===== src/rtl/spi_slave_seq_if.sv =====
// spi_slave_seq_if: groups the stream FIFO handshakes, the SPI slave
// register port and the error-flag signals of the spi_slave_seq sequencer.
// The master modport is the sequencer's view; slave is the surrounding fabric.
interface spi_slave_seq_if;
    logic [7:0]  tx_data;
    logic        tx_valid;
    logic        tx_ready;
    logic [7:0]  rx_data;
    logic        rx_valid;
    logic        rx_ready;
    logic        spi_select;
    logic [2:0]  mem_addr;
    logic        read_n;
    logic        write_n;
    logic [15:0] data_from_cpu;
    logic [15:0] data_to_cpu;
    logic        dataavailable;
    logic        readyfordata;
    logic        err_roe;
    logic        err_toe;
    logic        err_clr;

    modport master (
        input  tx_data, tx_valid, rx_ready, data_to_cpu, dataavailable,
               readyfordata, err_clr,
        output tx_ready, rx_data, rx_valid, spi_select, mem_addr, read_n,
               write_n, data_from_cpu, err_roe, err_toe
    );

    modport slave (
        output tx_data, tx_valid, rx_ready, data_to_cpu, dataavailable,
               readyfordata, err_clr,
        input  tx_ready, rx_data, rx_valid, spi_select, mem_addr, read_n,
               write_n, data_from_cpu, err_roe, err_toe
    );
endinterface


===== src/rtl/spi_slave_seq.sv =====
// spi_slave_seq: moves bytes between a TX stream FIFO, an RX stream FIFO and
// the data registers of an 8-bit SPI slave core through its register port.
// Every slave access is A1 + A2 (strobe held) followed by one GAP cycle.
// Optional feature macro: SPI_SEQ_ERRMON_EN (periodic status poll, sticky
// err_roe/err_toe and clearing of the slave's error flags).
module spi_slave_seq #(
    parameter int FIFO_AW     = 4,
    parameter int STAT_PERIOD = 256
) (
    input  logic           clk,
    input  logic           reset_n,
    spi_slave_seq_if.master bus
);
    localparam int DEPTH = 1 << FIFO_AW;

    localparam logic [3:0] INIT   = 4'd0;
    localparam logic [3:0] IDLE   = 4'd1;
    localparam logic [3:0] RD_A1  = 4'd2;
    localparam logic [3:0] RD_A2  = 4'd3;
    localparam logic [3:0] WR_A1  = 4'd4;
    localparam logic [3:0] WR_A2  = 4'd5;
    localparam logic [3:0] ST_A1  = 4'd6;
    localparam logic [3:0] ST_A2  = 4'd7;
    localparam logic [3:0] CLR_A1 = 4'd8;
    localparam logic [3:0] CLR_A2 = 4'd9;
    localparam logic [3:0] GAP    = 4'd10;

    logic [3:0]       state_q, state_d;
    logic             sel_q, sel_d;
    logic [2:0]       addr_q, addr_d;
    logic             rdn_q, rdn_d;
    logic             wrn_q, wrn_d;
    logic [15:0]      wdata_q, wdata_d;
    logic [FIFO_AW:0] tx_wp_q, tx_wp_d, tx_rp_q, tx_rp_d;
    logic [FIFO_AW:0] rx_wp_q, rx_wp_d, rx_rp_q, rx_rp_d;
    logic [7:0]       tx_mem_q [DEPTH];
    logic [7:0]       rx_mem_q [DEPTH];

    logic tx_full, tx_empty, tx_push, tx_pop;
    logic rx_full, rx_empty, rx_push, rx_pop;
    logic poll_due, clr_pend;
    logic unused_hi;

    assign tx_full  = (tx_wp_q[FIFO_AW] != tx_rp_q[FIFO_AW]) &&
                      (tx_wp_q[FIFO_AW-1:0] == tx_rp_q[FIFO_AW-1:0]);
    assign tx_empty = (tx_wp_q == tx_rp_q);
    assign rx_full  = (rx_wp_q[FIFO_AW] != rx_rp_q[FIFO_AW]) &&
                      (rx_wp_q[FIFO_AW-1:0] == rx_rp_q[FIFO_AW-1:0]);
    assign rx_empty = (rx_wp_q == rx_rp_q);

    // A pop at the WR_A2 edge frees a slot, so a full TX FIFO still accepts then.
    assign tx_pop        = (state_q == WR_A2);
    assign bus.tx_ready  = !tx_full || tx_pop;
    assign tx_push       = bus.tx_valid && bus.tx_ready;
    assign rx_push       = (state_q == RD_A2);
    assign bus.rx_valid  = !rx_empty;
    assign rx_pop        = bus.rx_valid && bus.rx_ready;
    assign bus.rx_data   = rx_empty ? 8'h00 : rx_mem_q[rx_rp_q[FIFO_AW-1:0]];

    assign bus.spi_select    = sel_q;
    assign bus.mem_addr      = addr_q;
    assign bus.read_n        = rdn_q;
    assign bus.write_n       = wrn_q;
    assign bus.data_from_cpu = wdata_q;
    assign unused_hi         = ^bus.data_to_cpu[15:8];

`ifdef SPI_SEQ_ERRMON_EN
    logic [15:0] stat_cnt_q, stat_cnt_d;
    logic        clr_pend_q, clr_pend_d;
    logic        err_roe_q, err_roe_d;
    logic        err_toe_q, err_toe_d;

    assign poll_due    = (stat_cnt_q == 16'd0);
    assign clr_pend    = clr_pend_q;
    assign bus.err_roe = err_roe_q;
    assign bus.err_toe = err_toe_q;

    // Poll countdown, pending-clear request and sticky error flags (clear wins).
    always_comb begin
        stat_cnt_d = stat_cnt_q;
        clr_pend_d = clr_pend_q;
        err_roe_d  = err_roe_q;
        err_toe_d  = err_toe_q;
        if (state_q == ST_A2) begin
            stat_cnt_d = 16'(STAT_PERIOD);
            clr_pend_d = bus.data_to_cpu[3] || bus.data_to_cpu[4];
            err_roe_d  = err_roe_q || bus.data_to_cpu[3];
            err_toe_d  = err_toe_q || bus.data_to_cpu[4];
        end else if (state_q == IDLE && stat_cnt_q != 16'd0) begin
            stat_cnt_d = stat_cnt_q - 16'd1;
        end
        if (state_q == GAP && clr_pend_q) begin
            clr_pend_d = 1'b0;
        end
        if (bus.err_clr) begin
            err_roe_d = 1'b0;
            err_toe_d = 1'b0;
        end
    end

    // Error-monitor registers.
    always_ff @(posedge clk) begin
        if (!reset_n) begin
            stat_cnt_q <= 16'(STAT_PERIOD);
            clr_pend_q <= 1'b0;
            err_roe_q  <= 1'b0;
            err_toe_q  <= 1'b0;
        end else begin
            stat_cnt_q <= stat_cnt_d;
            clr_pend_q <= clr_pend_d;
            err_roe_q  <= err_roe_d;
            err_toe_q  <= err_toe_d;
        end
    end
`else
    logic [16:0] unused_cfg;

    assign poll_due    = 1'b0;
    assign clr_pend    = 1'b0;
    assign bus.err_roe = 1'b0;
    assign bus.err_toe = 1'b0;
    assign unused_cfg  = {bus.err_clr, 16'(STAT_PERIOD)};
`endif

    // FIFO pointer updates for both stream FIFOs.
    always_comb begin
        tx_wp_d = tx_push ? tx_wp_q + 1'b1 : tx_wp_q;
        tx_rp_d = tx_pop  ? tx_rp_q + 1'b1 : tx_rp_q;
        rx_wp_d = rx_push ? rx_wp_q + 1'b1 : rx_wp_q;
        rx_rp_d = rx_pop  ? rx_rp_q + 1'b1 : rx_rp_q;
    end

    // Sequencer: arbitration in IDLE, then registered bus outputs for A1/A2/GAP.
    always_comb begin
        state_d = state_q;
        sel_d   = sel_q;
        addr_d  = addr_q;
        rdn_d   = rdn_q;
        wrn_d   = wrn_q;
        wdata_d = wdata_q;
        case (state_q)
            INIT: begin
                state_d = CLR_A1;
                sel_d   = 1'b1;
                addr_d  = 3'd3;
                wrn_d   = 1'b0;
                wdata_d = 16'h0000;
            end
            IDLE: begin
                if (poll_due) begin
                    state_d = ST_A1;
                    sel_d   = 1'b1;
                    addr_d  = 3'd2;
                    rdn_d   = 1'b0;
                    wdata_d = 16'h0000;
                end else if (bus.dataavailable && !rx_full) begin
                    state_d = RD_A1;
                    sel_d   = 1'b1;
                    addr_d  = 3'd0;
                    rdn_d   = 1'b0;
                    wdata_d = 16'h0000;
                end else if (bus.readyfordata && !tx_empty) begin
                    state_d = WR_A1;
                    sel_d   = 1'b1;
                    addr_d  = 3'd1;
                    wrn_d   = 1'b0;
                    wdata_d = {8'h00, tx_mem_q[tx_rp_q[FIFO_AW-1:0]]};
                end
            end
            RD_A1:  state_d = RD_A2;
            WR_A1:  state_d = WR_A2;
            ST_A1:  state_d = ST_A2;
            CLR_A1: state_d = CLR_A2;
            RD_A2, WR_A2, ST_A2, CLR_A2: begin
                state_d = GAP;
                sel_d   = 1'b0;
                rdn_d   = 1'b1;
                wrn_d   = 1'b1;
            end
            GAP: begin
                if (clr_pend) begin
                    state_d = CLR_A1;
                    sel_d   = 1'b1;
                    addr_d  = 3'd2;
                    wrn_d   = 1'b0;
                    wdata_d = 16'h0000;
                end else begin
                    state_d = IDLE;
                end
            end
            default: begin
                state_d = IDLE;
                sel_d   = 1'b0;
                rdn_d   = 1'b1;
                wrn_d   = 1'b1;
            end
        endcase
    end

    // State, bus output and FIFO pointer registers.
    always_ff @(posedge clk) begin
        if (!reset_n) begin
            state_q <= INIT;
            sel_q   <= 1'b0;
            addr_q  <= 3'd0;
            rdn_q   <= 1'b1;
            wrn_q   <= 1'b1;
            wdata_q <= 16'h0000;
            tx_wp_q <= '0;
            tx_rp_q <= '0;
            rx_wp_q <= '0;
            rx_rp_q <= '0;
        end else begin
            state_q <= state_d;
            sel_q   <= sel_d;
            addr_q  <= addr_d;
            rdn_q   <= rdn_d;
            wrn_q   <= wrn_d;
            wdata_q <= wdata_d;
            tx_wp_q <= tx_wp_d;
            tx_rp_q <= tx_rp_d;
            rx_wp_q <= rx_wp_d;
            rx_rp_q <= rx_rp_d;
        end
    end

    // FIFO storage; contents need no reset because the pointers define validity.
    always_ff @(posedge clk) begin
        if (tx_push) begin
            tx_mem_q[tx_wp_q[FIFO_AW-1:0]] <= bus.tx_data;
        end
        if (rx_push) begin
            rx_mem_q[rx_wp_q[FIFO_AW-1:0]] <= bus.data_to_cpu[7:0];
        end
    end
endmodule

===== src/flat_wrapper.sv =====
// flat-port wrapper written by rule: the top's interface ports become plain ports
module spi_slave_seq_flat 
#(
    parameter int FIFO_AW     = 4,
    parameter int STAT_PERIOD = 256
)
  (clk, reset_n, bus_tx_data, bus_tx_valid, bus_rx_ready, bus_data_to_cpu, bus_dataavailable, bus_readyfordata, bus_err_clr, bus_tx_ready, bus_rx_data, bus_rx_valid, bus_spi_select, bus_mem_addr, bus_read_n, bus_write_n, bus_data_from_cpu, bus_err_roe, bus_err_toe);
  spi_slave_seq_if bus_i ();
  input  logic clk;
  input  logic reset_n;
  input wire logic [$bits(bus_i.tx_data)-1:0] bus_tx_data;
  input wire logic [$bits(bus_i.tx_valid)-1:0] bus_tx_valid;
  input wire logic [$bits(bus_i.rx_ready)-1:0] bus_rx_ready;
  input wire logic [$bits(bus_i.data_to_cpu)-1:0] bus_data_to_cpu;
  input wire logic [$bits(bus_i.dataavailable)-1:0] bus_dataavailable;
  input wire logic [$bits(bus_i.readyfordata)-1:0] bus_readyfordata;
  input wire logic [$bits(bus_i.err_clr)-1:0] bus_err_clr;
  output wire logic [$bits(bus_i.tx_ready)-1:0] bus_tx_ready;
  output wire logic [$bits(bus_i.rx_data)-1:0] bus_rx_data;
  output wire logic [$bits(bus_i.rx_valid)-1:0] bus_rx_valid;
  output wire logic [$bits(bus_i.spi_select)-1:0] bus_spi_select;
  output wire logic [$bits(bus_i.mem_addr)-1:0] bus_mem_addr;
  output wire logic [$bits(bus_i.read_n)-1:0] bus_read_n;
  output wire logic [$bits(bus_i.write_n)-1:0] bus_write_n;
  output wire logic [$bits(bus_i.data_from_cpu)-1:0] bus_data_from_cpu;
  output wire logic [$bits(bus_i.err_roe)-1:0] bus_err_roe;
  output wire logic [$bits(bus_i.err_toe)-1:0] bus_err_toe;
  assign bus_i.tx_data = bus_tx_data;
  assign bus_i.tx_valid = bus_tx_valid;
  assign bus_i.rx_ready = bus_rx_ready;
  assign bus_i.data_to_cpu = bus_data_to_cpu;
  assign bus_i.dataavailable = bus_dataavailable;
  assign bus_i.readyfordata = bus_readyfordata;
  assign bus_i.err_clr = bus_err_clr;
  assign bus_tx_ready = bus_i.tx_ready;
  assign bus_rx_data = bus_i.rx_data;
  assign bus_rx_valid = bus_i.rx_valid;
  assign bus_spi_select = bus_i.spi_select;
  assign bus_mem_addr = bus_i.mem_addr;
  assign bus_read_n = bus_i.read_n;
  assign bus_write_n = bus_i.write_n;
  assign bus_data_from_cpu = bus_i.data_from_cpu;
  assign bus_err_roe = bus_i.err_roe;
  assign bus_err_toe = bus_i.err_toe;
  spi_slave_seq #(.FIFO_AW(FIFO_AW), .STAT_PERIOD(STAT_PERIOD)) u_core (.clk(clk), .reset_n(reset_n), .bus(bus_i));
endmodule

===== config.mk =====
export PLATFORM = sky130hd
export DESIGN_NAME = spi_slave_seq_flat
export DESIGN_NICKNAME = d
export VERILOG_FILES = /design/src/rtl/spi_slave_seq_if.sv /design/src/rtl/spi_slave_seq.sv /design/src/flat_wrapper.sv
export SDC_FILE = /design/constraint.sdc
export NUM_CORES = 1
export LEC_CHECK = 0
export CAP_MARGIN = 20
export CORE_UTILIZATION = 54
export CTS_CLUSTER_SIZE = 8
export DETAILED_ROUTE_END_ITERATION = 8
export HOLD_SLACK_MARGIN = 0.08
export PLACE_DENSITY = 0.76
export SLEW_MARGIN = 15
export SYNTH_ARGS = -nofsm -noshare
export SYNTH_HDL_FRONTEND = slang
export SYNTH_SLANG_ARGS = --single-unit

===== constraint.sdc =====
create_clock -name clk -period 2.2 [get_ports clk]
set_input_delay 0.33 -clock clk [delete_from_list [all_inputs] [get_ports clk]]
set_output_delay 0.33 -clock clk [all_outputs]
set_load 0.01 [all_outputs]

==> results.yml <==
timing:
  fin_ws_ns: -0.610
  period_share_pct: 128
  rsz0062_at_grt: "true"
  fmax_ghz: 0.356
  clock_skew_ns: 0.0194
  slew_headroom_pct: 40.2
  finalSetupViolCount: 8
  post-route-min-period_ns: 2.81
  worst_pin_slew_ns: 0.895
  drv_slew: 0
  hold_viol: 0
  tns_ns: -4.60
critical_path:
  worstSetupEndpointType: "output port"
  slowest_stage: "mux4_2"
  slowest_delay_ns: 0.51
  startpoint_type: "flop"
  crit_buf_inv: 3
  cp.arrival_ns: 2.48
  cp_common_cell: "mux4_2"
  critical_path.cell_chain: "buf_6 -> buf_16 -> mux4_2 -> mux4_2 -> nor2b_1 -> buf_2"
  cpLargestDelayFamily: "multiplexers"
  criticalPathCategory: "reg -> out"
  crit_fanout: 5
  required_ns: 1.87
die:
  core-area_um2: 21900
  fp-row-count: 54
  die_area_um2: 23000
  ioPinCount: 65
  fp.dieW_um: 152
  dieHeight_um: 152
  start_util_pct: 55.1
logic_synthesis:
  yosys_warnings: 0
  synth_top_flop_cell: "edfxtp_1"
  synthArstFlopShare_pct: 0
  postSynthAreaPerCell_um2: 18.4
  netlist.area_leader.share_pct: 63.7
  synthDistinctLibCells: 46
  syn_area_um2: 12100
  synth_edf_count: 256
  ys_ff_latch: 301
  synthCells: 655
  seq_area_frac_synth_pct: 71.1
  yosys.area.top_type: "edfxtp_1"
  synth.area.top_cells: "edfxtp_1, mux4_2, dfxtp_1"
power:
  leakage_uw: 0.00498
  ir_worst_vdd_mv: 0.649
  finalPower_uw: 12900
  power_density_nw_per_um2: 883
cts:
  clkTransAtPathRegs_ns: 0.05
  cts-root-buf: "clkbuf_16"
  cts_tree: "done"
  clock_sinks: 301
  clock_latency_ns: 0.53
  numCtsBuffers: 43
  htreeDepth: 2
  clk_path_buf_depth: 3
global_route:
  antenna_found_initial: 0
  track_usage_pct: 22.9
  grt_max_degree: 33
  grt_remaining_overflow: 0
  grt_first_pass_wirelength_um: 37700
  grt_pass1_vias: 6682
cells_and_area:
  drive_gt1_share_pct: 25.6
  area_growth_pct: 21.3
  layout_common_cells: "edfxtp_1, buf_4, mux4_2"
  antenna_cells: 0
  nNetsFinal: 832
  postLayoutCoreUtil_pct: 66.9
  fillCellCount: 1418
  layout_commonest_cell: "edfxtp_1"
routing:
  drtPass1Iterations: 4
  drt_iter0_drc: 460
  via_per_inst: 5.82
  ant_nets: 0
  wl_um: 24700
  drc: 0
  vias: 6390
  wl_per_cell_um: 22.5
outcome:
  violations: "setup timing"
  outcome: "finished with violations"
place:
  hpwlAfterDp_um: 14900
  gp_congestion: 0.831
  port_buffers: 44
  place_worst_setup_slack_ns: -0.336
run:
  max_cap_viol_count: 0
hold_path:
  min_path_type: "reg -> reg"
==> final timing paths <==
| kind | start | endpoint | slack (ns) | cells after the start |
|---|---|---|---|---|
| setup / recovery | flop | bus_rx_data[5] | -0.61 | 6 |
| setup reg to reg | u_core.tx_rp_q[1] | u_core.tx_mem_q[11][3] | 0.11 | 6 |
| hold reg to reg | u_core.bus.read_n | u_core.bus.read_n | 0.46 | 2 |
| hold / removal | u_core.bus.read_n | u_core.bus.read_n | 0.46 | 2 |
==> per-stage QoR <==
stage	hold WS, ns	instance area, µm²	instances
after floorplan	0.429	12100	665
after global placement	0.453	13200	1008
after detailed placement	0.451	13200	1008
after CTS	0.461	14700	1098
after global routing	0.493	14600	1098
final	0.463	14600	1098
==> registers in the layout, indices dropped and copies added, names as in the netlist, named ones only <==
name / cells
u_core.rx_mem_q: 128
u_core.bus.write_n: 1
u_core.bus.data_from_cpu: 8
u_core.bus.mem_addr: 2
u_core.rx_wp_q: 5
u_core.state_q: 4
u_core.tx_rp_q: 5
u_core.tx_mem_q: 128
u_core.bus.spi_select: 1
u_core.tx_wp_q: 5
u_core.bus.read_n: 1
u_core.rx_rp_q: 5
==> layout make-up <==
cell class	instances	area (µm²)	share of cell area (%)
flip-flops and latches	301	8610	58.8
multi-input cells	306	3200	21.9
repair buffers	124	1200	8.21
clock buffers	68	1170	7.99
well taps	280	350	2.39
inverters	15	56.3	0.385
clock inverters	4	53.8	0.367
==> kinds of logic after synthesis <==
group	count (synthesis)	synth area share, %
xor gates and xnor gates	26	1.89
adders and majority gates	10	1.04
AOI/OAI and AO/OA	41	2.23
other	1	0.0311
buffers and inverters	58	2.82
muxes	88	15.6
and+or+nand+nor	130	5.25
DFF	301	71.1
==> worst register-to-register path, stage by stage (launching register included) <==
cell	delay, ns
dfxtp_4	0.36
xnor2_1	0.12
nand4_1	0.12
buf_4	0.12
buf_4	0.11
o211ai_1	0.15
nor2b_1	0.73
==> routing by layer <==
layer / routed length, µm / GRT usage (%) / vias to the layer above
li1: - / - / 2846
met1: 9340 / 27.5 / 3265
met2: 13200 / 41.3 / 238
met3: 1590 / 3.89 / 41
met4: 580 / 8.96 / 0
met5: 0 / 0 / -
==> timing repair <==
action | in CTS | in global routing
setup endpoints to repair | 17 | 10
buffers inserted | 15 | 2
pin swaps | 1 | 1
resized for setup | 66 | 3
cloned | 3 | 0
hold buffers | 0 | 0
==> cell usage after synthesis (5+ instances only) <==
library cell and instances:
nor2_1 43, dfxtp_1 45, mux4_2 54, mux4_1 20, a21oi_1 8, mux2i_1 13, nand2_1 28, edfxtp_1 256
buf_1 8, clkbuf_1 8, buf_6 5, nor3_1 7, o21ai_0 7, buf_2 6, ha_1 10, inv_1 10
and3_1 16, nand4_1 6, buf_4 11, xor2_1 13, clkinv_1 5, nor2b_1 14, o22ai_1 9, xnor2_1 13
==> power by group <==
part / total, µW / switching [µW] / internal (µW)
clock: 5910 / 2280 / 3630
sequential: 6310 / 35.6 / 6270
combinational: 712 / 372 / 340
No activity file was read; power rests on OpenSTA's default activity.
